$ cat src/rtl/cmp_pkg.sv
// Shared types for the serial word comparator.
// Latency: none (types and constants only).
// Backpressure: not applicable.
package cmp_pkg;

    localparam int SLICE_W = 2;

    typedef enum logic {
        IDLE = 1'b0,
        CMP  = 1'b1
    } state_t;

    typedef struct packed {
        logic eq;
        logic gt;
        logic lt;
        logic ge;
        logic le;
    } flags_t;

endpackage

$ cat src/rtl/serial_word_comparator_if.sv
// Request/result bundle between a requester and the serial word comparator.
// Latency: none (wiring only).
// Backpressure: start is only honoured while busy is low.
interface serial_word_comparator_if #(
    parameter int WIDTH = 8
);
    logic             start;
    logic [WIDTH-1:0] a;
    logic [WIDTH-1:0] b;
    logic             busy;
    logic             done;
    logic             eq;
    logic             gt;
    logic             lt;
    logic             ge;
    logic             le;

    modport master (
        output start, a, b,
        input  busy, done, eq, gt, lt, ge, le
    );

    modport slave (
        input  start, a, b,
        output busy, done, eq, gt, lt, ge, le
    );
endinterface

$ cat src/rtl/comparator_2bit.sv
// Combinational magnitude compare of two 2-bit unsigned values.
// Latency: zero cycles.
// Backpressure: none.
module comparator_2bit (
    input  logic [1:0] a_i,
    input  logic [1:0] b_i,
    output logic       eq_o,
    output logic       gt_o,
    output logic       lt_o,
    output logic       ge_o,
    output logic       le_o
);
    assign eq_o = (a_i == b_i);
    assign gt_o = (a_i >  b_i);
    assign lt_o = (a_i <  b_i);
    assign ge_o = (a_i >= b_i);
    assign le_o = (a_i <= b_i);
endmodule

$ cat src/rtl/serial_word_comparator.sv
// Compares two WIDTH-bit unsigned words one 2-bit slice per cycle, MSB slice first.
// Latency: 1..NSLICE cycles from start to the done pulse (early exit on first unequal slice).
// Backpressure: start is ignored while busy; operands are captured at start.
module serial_word_comparator
    import cmp_pkg::*;
#(
    parameter int WIDTH = 8
) (
    input logic                      clk,
    input logic                      rst_n,
    serial_word_comparator_if.slave  bus
);
    localparam int NSLICE = WIDTH / SLICE_W;
    localparam int IDX_W  = (NSLICE > 1) ? $clog2(NSLICE) : 1;

    state_t             state_q, state_d;
    logic [IDX_W-1:0]   idx_q, idx_d;
    logic [WIDTH-1:0]   a_q, a_d;
    logic [WIDTH-1:0]   b_q, b_d;
    flags_t             flags_q, flags_d;
    logic               busy_q, busy_d;
    logic               done_q, done_d;

    logic slice_eq, slice_gt, slice_lt, slice_ge, slice_le;
    logic last_slice;
    logic resolve;

    comparator_2bit u_slice_cmp (
        .a_i  (a_q[WIDTH-1 -: SLICE_W]),
        .b_i  (b_q[WIDTH-1 -: SLICE_W]),
        .eq_o (slice_eq),
        .gt_o (slice_gt),
        .lt_o (slice_lt),
        .ge_o (slice_ge),
        .le_o (slice_le)
    );

    assign last_slice = (idx_q == IDX_W'(NSLICE - 1));
    assign resolve    = slice_gt | slice_lt | last_slice;

    always_ff @(posedge clk or negedge rst_n) begin
        if (!rst_n) begin
            state_q <= IDLE;
            idx_q   <= '0;
            a_q     <= '0;
            b_q     <= '0;
            flags_q <= '0;
            busy_q  <= 1'b0;
            done_q  <= 1'b0;
        end else begin
            state_q <= state_d;
            idx_q   <= idx_d;
            a_q     <= a_d;
            b_q     <= b_d;
            flags_q <= flags_d;
            busy_q  <= busy_d;
            done_q  <= done_d;
        end
    end

    always_comb begin
        state_d = state_q;
        case (state_q)
            IDLE:    if (bus.start) state_d = CMP;
            CMP:     if (resolve)   state_d = IDLE;
            default: state_d = IDLE;
        endcase
    end

    // On the resolving slice the slice flags are the word flags: an unequal slice
    // decides everything, and the last slice is only reached with all others equal.
    always_comb begin
        idx_d   = idx_q;
        a_d     = a_q;
        b_d     = b_q;
        flags_d = flags_q;
        busy_d  = busy_q;
        done_d  = 1'b0;
        case (state_q)
            IDLE: begin
                if (bus.start) begin
                    a_d    = bus.a;
                    b_d    = bus.b;
                    idx_d  = '0;
                    busy_d = 1'b1;
                end
            end
            CMP: begin
                if (resolve) begin
                    flags_d = '{eq: slice_eq, gt: slice_gt, lt: slice_lt,
                                ge: slice_ge, le: slice_le};
                    busy_d  = 1'b0;
                    done_d  = 1'b1;
                end else begin
                    a_d   = a_q << SLICE_W;
                    b_d   = b_q << SLICE_W;
                    idx_d = idx_q + 1'b1;
                end
            end
            default: ;
        endcase
    end

    assign bus.busy = busy_q;
    assign bus.done = done_q;
    assign bus.eq   = flags_q.eq;
    assign bus.gt   = flags_q.gt;
    assign bus.lt   = flags_q.lt;
    assign bus.ge   = flags_q.ge;
    assign bus.le   = flags_q.le;
endmodule

$ cat src/flat_wrapper.sv
// flat-port wrapper written by rule: the top's interface ports become plain ports
module serial_word_comparator_flat import cmp_pkg::*;
#(
    parameter int WIDTH = 8
)
  (clk, rst_n, bus_start, bus_a, bus_b, bus_busy, bus_done, bus_eq, bus_gt, bus_lt, bus_ge, bus_le);
  serial_word_comparator_if #(.WIDTH(WIDTH)) bus_i ();
  input logic clk;
  input logic rst_n;
  input wire logic [$bits(bus_i.start)-1:0] bus_start;
  input wire logic [$bits(bus_i.a)-1:0] bus_a;
  input wire logic [$bits(bus_i.b)-1:0] bus_b;
  output wire logic [$bits(bus_i.busy)-1:0] bus_busy;
  output wire logic [$bits(bus_i.done)-1:0] bus_done;
  output wire logic [$bits(bus_i.eq)-1:0] bus_eq;
  output wire logic [$bits(bus_i.gt)-1:0] bus_gt;
  output wire logic [$bits(bus_i.lt)-1:0] bus_lt;
  output wire logic [$bits(bus_i.ge)-1:0] bus_ge;
  output wire logic [$bits(bus_i.le)-1:0] bus_le;
  assign bus_i.start = bus_start;
  assign bus_i.a = bus_a;
  assign bus_i.b = bus_b;
  assign bus_busy = bus_i.busy;
  assign bus_done = bus_i.done;
  assign bus_eq = bus_i.eq;
  assign bus_gt = bus_i.gt;
  assign bus_lt = bus_i.lt;
  assign bus_ge = bus_i.ge;
  assign bus_le = bus_i.le;
  serial_word_comparator #(.WIDTH(WIDTH)) u_core (.clk(clk), .rst_n(rst_n), .bus(bus_i));
endmodule
$ cat config.mk
export PLATFORM = sky130hd
export DESIGN_NAME = serial_word_comparator_flat
export DESIGN_NICKNAME = d
export VERILOG_FILES = /design/src/rtl/cmp_pkg.sv /design/src/rtl/serial_word_comparator_if.sv /design/src/rtl/comparator_2bit.sv /design/src/rtl/serial_word_comparator.sv /design/src/flat_wrapper.sv
export SDC_FILE = /design/constraint.sdc
export NUM_CORES = 1
export LEC_CHECK = 0
export CORE_UTILIZATION = 50
export CTS_BUF_LIST = sky130_fd_sc_hd__clkbuf_2
export CTS_CLUSTER_SIZE = 24
export DETAILED_ROUTE_END_ITERATION = 10
export PLACE_DENSITY = 0.89
export RECOVER_POWER = 50
export SYNTH_ARGS = -nofsm -noshare
export SYNTH_HDL_FRONTEND = slang
export SYNTH_SLANG_ARGS = --single-unit
$ cat constraint.sdc
create_clock -name clk -period 5.7 [get_ports clk]
set_input_delay 0.855 -clock clk [delete_from_list [all_inputs] [get_ports clk]]
set_output_delay 0.855 -clock clk [all_outputs]
set_load 0.03 [all_outputs]
=== After elaboration in Yosys (flattened, before gate mapping) ===
Cells that the tools add are included.

* Flip-flop bits (word level): 26
* Input port bits: 19
* Output and inout port bits: 7
* Word-level logic and storage cells: 44

* Add/subtract/negate cells: 1
* $lt $le $gt $ge: 4
* Equal/unequal tests: 5
* Muxes and demuxes: 17
* Bitwise operators: 3
* Reductions and logical operators: 3

{| class="wikitable"
|+ Operators with widths
! cell !! number
|-
| $mux 8 || 4
|-
| $pmux 8 s2 || 2
|-
| $mux 1 || 6
|-
| $ne 2x2->1 const B || 3
|-
| $reduce_and 2->1 || 3
|-
| $mux 2 || 2
|-
| $pmux 1 s2 || 2
|-
| $pmux 2 s2 || 1
|-
| $add 2x1->2 const B || 1
|-
| $eq 2x2->1 || 1
|-
| $eq 2x2->1 const B || 1
|-
| $ge 2x2->1 || 1
|-
| $gt 2x2->1 || 1
|-
| $le 2x2->1 || 1
|-
| $lt 2x2->1 || 1
|-
| $or 1x1->1 || 2
|-
| $not 1->1 || 1
|}

=== Longest topological paths before layout ===
Gate-level depths: netlist (run 1).

* Depth after elaboration: 5
* Depth in mapped cells: 7
* Mapped depth without buffers: 6

=== Hierarchy ===
Synthesis (run 1) repeated with hierarchy kept, for this count alone.

* Cells, all modules: 97
* Area, all modules: 1312.5 µm²

{| class="wikitable"
|+ By module, submodules not included
! module !! times used !! cells an instance !! area an instance (µm²) !! sequential area each (µm²)
|-
| serial_word_comparator || 1 || 85 || 1228.7 || 650.6
|-
| comparator_2bit || 1 || 12 || 83.8 || 0.0
|}

=== Worst setup path after synthesis (run 1) ===
Ideal clock, no wire load.

* Path kind: register to register
* Start point: register u_core.a_q[7]
* End point: register u_core.a_q[2]
* Library setup time: 0.123 ns
* Data arrival time: 1.745 ns
* Data required time: 5.577 ns
* Slack: 3.832 ns
* Cell stages (with the launch flop): 7
* Path buffers: 2
* Clock period less this slack: 1.868 ns
* Cell sequence: dfrtp_1 -> ha_1 -> nand2_1 -> or4_1 -> buf_2 -> buf_6 -> o221a_1

* Word-level cells in the longest chain between the ends: 5
* Elaborated cells on any way between the ends: 6
* Those cells by class: 2 x order compare; 1 x eq/ne; 2 x bitwise; 1 x reduce/logical

{| class="wikitable"
|+ RTL lines
! item !! RTL line !! source
|-
| start: declaration || serial_word_comparator.sv:18 || <nowiki>logic [WIDTH-1:0] a_q, a_d;</nowiki>
|-
| start signal: assignment || serial_word_comparator.sv:45 || <nowiki>a_q <= '0;</nowiki>
|-
| start signal: assignment || serial_word_comparator.sv:53 || <nowiki>a_q <= a_d;</nowiki>
|-
| $gt 2x2->1 / $lt 2x2->1 (equally long branches) || comparator_2bit.sv:14, comparator_2bit.sv:15 ||
|-
| $or 1x1->1 (*) (2 in a row) || serial_word_comparator.sv:39 || <nowiki>assign resolve = slice_gt | slice_lt | last_slice;</nowiki>
|-
| $ne 2x2->1 (no line) (*) || n/a ||
|-
| $reduce_and 2->1 (no line) (*) || n/a ||
|}

Every way passes the cells marked *; elsewhere a longest branch is shown, timed or not.
A chain may end at the register's enable or synchronous reset.

=== Worst setup path in the final report (run 1) ===
* Start point: register u_core.b_q[7]
* End point: register u_core.a_q[2]

* Word-level cells in the longest chain between the ends: 5
* Elaborated cells on any way between the ends: 6
* Those cells by class: 2 x order compare; 1 x eq/ne; 2 x bitwise; 1 x reduce/logical

{| class="wikitable"
|+ RTL lines
! item !! RTL line !! source
|-
| start: declaration || serial_word_comparator.sv:19 || <nowiki>logic [WIDTH-1:0] b_q, b_d;</nowiki>
|-
| start signal: assignment || serial_word_comparator.sv:46 || <nowiki>b_q <= '0;</nowiki>
|-
| start signal: assignment || serial_word_comparator.sv:54 || <nowiki>b_q <= b_d;</nowiki>
|-
| $gt 2x2->1 / $lt 2x2->1 (equally long branches) || comparator_2bit.sv:14, comparator_2bit.sv:15 ||
|-
| $or 1x1->1 (*) (2 in a row) || serial_word_comparator.sv:39 ||
|-
| $ne 2x2->1 (no line) (*) || n/a ||
|-
| $reduce_and 2->1 (no line) (*) || n/a ||
|}

Marked as above.

==> results of run 1 <==
==> where the power goes <==
| group | total [W] | internal (W) | switching (W) |
|---|---|---|---|
| registers | 0.000333 | 0.000274 | 0.0000595 |
| clock network | 0.0000645 | 0.0000143 | 0.0000502 |
| logic | 0.000369 | 0.000166 | 0.000203 |
==> worst max path at each step <==
stage / from / end / slack [ns]
after CTS: u_core.b_q[7]$_DFFE_PN0P_ / u_core.a_q[5]$_DFFE_PN0P_ / 3.31
after global placement: bus_start / u_core.b_q[6]$_DFFE_PN0P_ / 3.12
after global routing: u_core.b_q[7]$_DFFE_PN0P_ / u_core.a_q[2]$_DFFE_PN0P_ / 3.10
final: u_core.b_q[7]$_DFFE_PN0P_ / u_core.a_q[2]$_DFFE_PN0P_ / 3.31
after floorplan: u_core.a_q[7]$_DFFE_PN0P_ / u_core.a_q[2]$_DFFE_PN0P_ / 3.83
after detailed placement: bus_start / u_core.b_q[5]$_DFFE_PN0P_ / 3.10
==> cell usage in the layout (no fill, tap or decap) <==
master,netlist,final
a22o_1,1,1
a22oi_1,1,1
a32oi_1,1,1
clkbuf_2,0,3
clkdlybuf4s50_1,0,24
dfrtp_1,26,26
dlygate4sd3_1,0,1
ha_1,3,3
inv_1,7,7
inv_2,1,1
mux2i_1,2,2
nand2_1,10,10
nand2b_1,13,13
nor2_1,1,1
nor2b_1,3,3
nor4_1,1,1
nor4b_1,1,1
o211ai_1,1,1
o21a_1,1,1
o21ai_0,6,6
o221a_1,12,12
o22a_1,1,1
o31ai_1,1,1
o41ai_2,1,1
or4_1,1,1
==> area by class of cell <==
class                      instances  area, um^2  area share
timing repair buffer              25       250.2      0.1738
inverter                           8       30.03     0.02085
multi-input combinational         61       459.2      0.3189
tap                               28       35.03     0.02433
clock buffer                       3       15.01     0.01043
sequential                        26       650.6      0.4518
==> metrics by stage <==
stage / area [um^2] / total power (W) / hold slack (ns) / instances / utilization
6_report: 1440 / 0.0007667 / 0.4942 / 151 / 0.6510
5_1_grt: 1440 / 0.0008281 / 0.5110 / 151 / 0.6510
4_1_cts: 1440 / 0.0007721 / 0.4991 / 151 / 0.6510
3_5_place_dp: 1425 / 0.0007090 / 0.4741 / 148 / 0.6442
3_3_place_gp: 1425 / 0.0006833 / 0.4669 / 148 / 0.6442
2_1_floorplan: 1172 / 0.0006002 / 0.4573 / 100 / -
==> per-layer routing <==
layer  vias up  global-route usage
met4         0             0.06019
met3         2             0.02727
met1       432              0.2525
met2        29              0.3556
li1        408                   -
met5         -                   0
==> worst max-delay path, cell delays in order, from the launching register on <==
cell,delay (ns)
dfrtp_1,0.41
inv_1,0.05
ha_1,0.28
nand2_1,0.17
o41ai_2,1.06
o221a_1,0.37
==> kinds of logic after synthesis <==
| logic type | after synthesis | share of synthesized area |
|---|---|---|
| AND/OR/NAND/NOR | 30 | 0.1398 |
| AO/OA/AOI/OAI | 26 | 0.2028 |
| flip-flops | 26 | 0.5550 |
| buffers and inverters | 13 | 0.05336 |
| adder cells (fa/ha/maj) | 3 | 0.03202 |
| multiplexers | 2 | 0.01708 |
==> flow_summary.ini, run 1 <==
[global_routing]
grt_pass1_vias = 880
grt_pass1_wl_um = 3864
antenna_found_initial = 0
track_usage = 0.2005
grt_overflow = 0
grt_max_degree = 27

[critical_path]
cp_max_fo = 14
end_kind = register
start_kind = register
rr_worst_depth = 5
worstReg2RegEnd = u_core.a_q[2]$_DFFE_PN0P_
cp_data_arrival_time_ns = 2.68
cp.required_ns = 5.99
rrSetupSlack_ns = 3.31
r2r_start = u_core.b_q[7]$_DFFE_PN0P_
critPathKind = reg -> reg

[clock_network]
cts-buffers-inserted = 3
hold_buffers = 0
cts.sinks = 26
post_cts_buffers = 0
cts-htree-levels = 1
cts_buffer_depth = 2
path_clk_slew_ns = 0.22
post_cts_resize_count = 0
cts-root-buf = clkbuf_2
cts_tree = built
clk_latency_ns = 0.33

[route]
drt_drc_violations_left = 0
wl_met3_um = 99
via_count = 871
drtPass1Iterations = 6
wl_met2_um = 1098
ant_nets = 0
drt-total-wl_um = 2166
drt-initial-drc-count = 22
met1_length_um = 945
top_layer_used = met4
wl_per_cell_um = 14.34
viasPerCell = 5.768

[synth]
ys_top_cells_by_area = dfrtp_1 (55%), o221a_1 (12%), nand2b_1 (6.9%), ha_1 (3.2%), nand2_1 (3.2%)
synth_edf_count = 0
ys_async_sr_fraction = 1.000
synth.largest_area_cell = dfrtp_1
synth_top_area_frac = 0.5550
syn_nets = 122
yosys.cell_count.top_type = dfrtp_1
synthFlopType = dfrtp_1
seq_area_frac_synth = 0.5550
synth_cell_type_count = 26
syn-instance-count = 100
yosys_register_bits = 26
ys_warn_count = 0
syn-cell-area_mm2 = 0.001172
ys_top_cells_by_count = dfrtp_1 (26), nand2b_1 (13), o221a_1 (12)
syn_avg_cell_area_um2 = 11.72

[finish]
antenna_cells = 0
drive_gt1_frac = 0.04065
nFillCells = 187
syn_to_final_growth_pct = 22.84
nets = 147
top_regs = u_core.a_q x8, u_core.b_q x8, u_core.idx_q x2

[floorplanning]
die_w_um = 50.42
num_rows = 17
fp.dieH_um = 50.42
top_level_ports = 26
start_util = 0.5300
die_area_mm2 = 0.002542
design.core.area_mm2 = 0.002212

[placed_design]
routabilityCongestion = 0.7330
io_buffers = 25
hpwl_um = 1578
post-place-ws_ns = 3.095

[flow_run]
drv_cap = 0

[timing]
finalCritPeriodShare = 0.4198
skew_ns = 0.001082
rsz0062_at_grt = false
worst_pin_slew_ns = 1.205
timing.final.ws_setup_ns = 3.307
setup_viol = 0
max_freq_mhz = 417.9
slew_headroom = 0.1879
maxSlewViolCount = 0
hold_viol = 0
setup_tns_ns = 0
period_minus_slack_ns = 2.393

[power]
max-vdd-ir-drop_v = 0.0002891
p_per_area_mw_per_mm2 = 532.4
p_leak_nw = 0.6098

[status]
outcome = finished, final reports clean

[hold_path]
holdPathEnd = u_core.idx_q[0]$_DFFE_PN0P_
min_from = u_core.idx_q[0]$_DFFE_PN0P_
hold_path_depth = 1
hold_class = reg -> reg
No activity file was read; power rests on OpenSTA's default activity.
==> run 2: changes to the inputs <==
--- a/config.mk
+++ b/config.mk
@@ -5,11 +5,11 @@
 export SDC_FILE = /design/constraint.sdc
 export NUM_CORES = 1
 export LEC_CHECK = 0
-export CORE_UTILIZATION = 50
+export CORE_UTILIZATION = 46
 export CTS_BUF_LIST = sky130_fd_sc_hd__clkbuf_2
 export CTS_CLUSTER_SIZE = 24
 export DETAILED_ROUTE_END_ITERATION = 10
-export PLACE_DENSITY = 0.89
+export PLACE_DENSITY = 0.87
 export RECOVER_POWER = 50
 export SYNTH_ARGS = -nofsm -noshare
 export SYNTH_HDL_FRONTEND = slang
==> constraint.sdc (replaced) <==
create_clock -name clk -period 2.2 [get_ports clk]
set_input_delay 0.33 -clock clk [delete_from_list [all_inputs] [get_ports clk]]
set_output_delay 0.33 -clock clk [all_outputs]
set_load 0.03 [all_outputs]
==> flow_summary.ini, run 2 (synthesis gave the netlist of run 1 again) <==
[power]
p_per_area_mw_per_mm2 = 1377
p_comb_frac = 0.493
p_clk_frac = 0.087
switching_share = 0.4021
power.total_w = 0.002024
p_switching_w = 0.0008138
p_seq_frac = 0.420
max-vdd-ir-drop_v = 0.0008073
intPower_w = 0.001210
p_leak_nw = 0.6275

[global_routing]
grt_pass1_vias = 897
track_usage = 0.1951
grt_max_degree = 27
grt_pass1_wl_um = 3836
grt_overflow = 0
antenna_found_initial = 0

[route]
via_count = 863
top_layer_used = met4
drtPass1Iterations = 4
drt_drc_violations_left = 0
drt-initial-drc-count = 8
wl_per_cell_um = 13.76
wl_met2_um = 1063
wl_met3_um = 109
drt-total-wl_um = 2146
met1_length_um = 963
ant_nets = 0
viasPerCell = 5.532

[floorplanning]
fp.dieH_um = 52.49
design.core.area_mm2 = 0.002297
start_util = 0.5103
top_level_ports = 26
die_w_um = 52.49
die_area_mm2 = 0.002755
num_rows = 17

[timing]
slew_headroom = 0.1120
rsz0062_at_grt = false
finalCritPeriodShare = 0.9057
max_freq_mhz = 501.9
setup_tns_ns = 0
skew_ns = 0.01404
period_minus_slack_ns = 1.993
maxSlewViolCount = 0
setup_viol = 0
worst_pin_slew_ns = 1.332
hold_viol = 0

[clock_network]
post_cts_buffers = 0
cts_buffer_depth = 2
cts-buffers-inserted = 3
path_clk_slew_ns = 0.24
cts.sinks = 26
cts-htree-levels = 1
post_cts_resize_count = 0
hold_buffers = 0
clk_latency_ns = 0.35
cts-root-buf = clkbuf_2
cts_tree = built

[critical_path]
end_kind = register
cp.required_ns = 2.46
max_stage_delay_ns = 0.73
cp_max_fo = 14
critPathKind = reg -> reg
path_cells = inv_1, ha_1, nand2_1, or4_1, o221a_1
cp_data_arrival_time_ns = 2.25
cp_slowest_cell = or4_1
start_kind = register

[finish]
nFillCells = 204
top_regs = u_core.a_q x8, u_core.b_q x8, u_core.idx_q x2
layout_common_cells = dfrtp_1 (26), clkdlybuf4s50_1 (24), nand2b_1 (13)
syn_to_final_growth_pct = 25.40
drive_gt1_frac = 0.06250
antenna_cells = 0
nets = 152
final_common_cell = dfrtp_1

[status]
outcome = finished, final reports clean

[flow_run]
drv_cap = 0

[hold_path]
hold_class = reg -> reg

[placed_design]
routabilityCongestion = 0.7715
hpwl_um = 1586
io_buffers = 25
-- run 2: worst max-delay path, delay by kind of cell, from the launching register on --
kind            cells  cell delay [ns]
simple gates        2             0.79
flops               1             0.42
compound gates      1             0.36
fa+ha+maj           1             0.28
buf+inv             1             0.05
-- run 2: layout make-up --
class / instances / area [um^2] / area share
inverters: 8 / 30.03 / 0.02043
well taps: 28 / 35.03 / 0.02383
clock buffers: 3 / 15.01 / 0.01021
flip-flops and latches: 26 / 650.6 / 0.4426
repair buffers: 30 / 280.3 / 0.1906
multi-input cells: 61 / 459.2 / 0.3123
-- run 2: per-stage QoR --
| step | instance area [um^2] | util | setup slack (ns) | std cells | hold slack [ns] |
|---|---|---|---|---|---|
| after floorplan | 1172 | - | 0.3323 | 100 | 0.03441 |
| after global placement | 1463 | 0.6367 | 0.3032 | 153 | 0.4708 |
| after detailed placement | 1463 | 0.6367 | 0.2688 | 153 | 0.4771 |
| after CTS | 1478 | 0.6432 | 0.2070 | 156 | 0.2899 |
| after global routing | 1470 | 0.6400 | 0.09770 | 156 | 0.5081 |
| final | 1470 | 0.6400 | 0.2074 | 156 | 0.5004 |
-- run 2: path summary, 6_finish.rpt --
| check | cells past startpoint | start | end | slack [ns] |
|---|---|---|---|---|
| setup reg to reg | 5 | u_core.b_q[7]$_DFFE_PN0P_ | u_core.b_q[3]$_DFFE_PN0P_ | 0.21 |
| max in group asynchronous | 2 | rst_n | u_core.a_q[1]$_DFFE_PN0P_ | 0.66 |
| setup / recovery | 5 | u_core.b_q[7]$_DFFE_PN0P_ | u_core.b_q[3]$_DFFE_PN0P_ | 0.21 |
| hold reg to reg | 1 | u_core.idx_q[0]$_DFFE_PN0P_ | u_core.idx_q[0]$_DFFE_PN0P_ | 0.50 |
| hold / removal | 1 | u_core.idx_q[0]$_DFFE_PN0P_ | u_core.idx_q[0]$_DFFE_PN0P_ | 0.50 |
| min in group asynchronous | 2 | rst_n | u_core.bus.eq$_DFFE_PN0P_ | 0.76 |
-- run 2: power by group through the flow --
stage | registers (W) | logic, W | clock network, W
after global routing | 0.000887 | 0.00112 | 0.000198
after floorplan | 0.000929 | 0.000626 | 0
after detailed placement | 0.000863 | 0.00102 | 0
after CTS | 0.000853 | 0.00102 | 0.000179
after global placement | 0.000853 | 0.000981 | 0
final | 0.000851 | 0.000997 | 0.000176
-- run 2: routing by layer --
| metal | GRT usage | vias to the layer above |
|---|---|---|
| met5 | 0 | - |
| met4 | 0.03947 | 0 |
| met3 | 0.06377 | 2 |
| met2 | 0.3481 | 30 |
| met1 | 0.2257 | 414 |
| li1 | - | 417 |
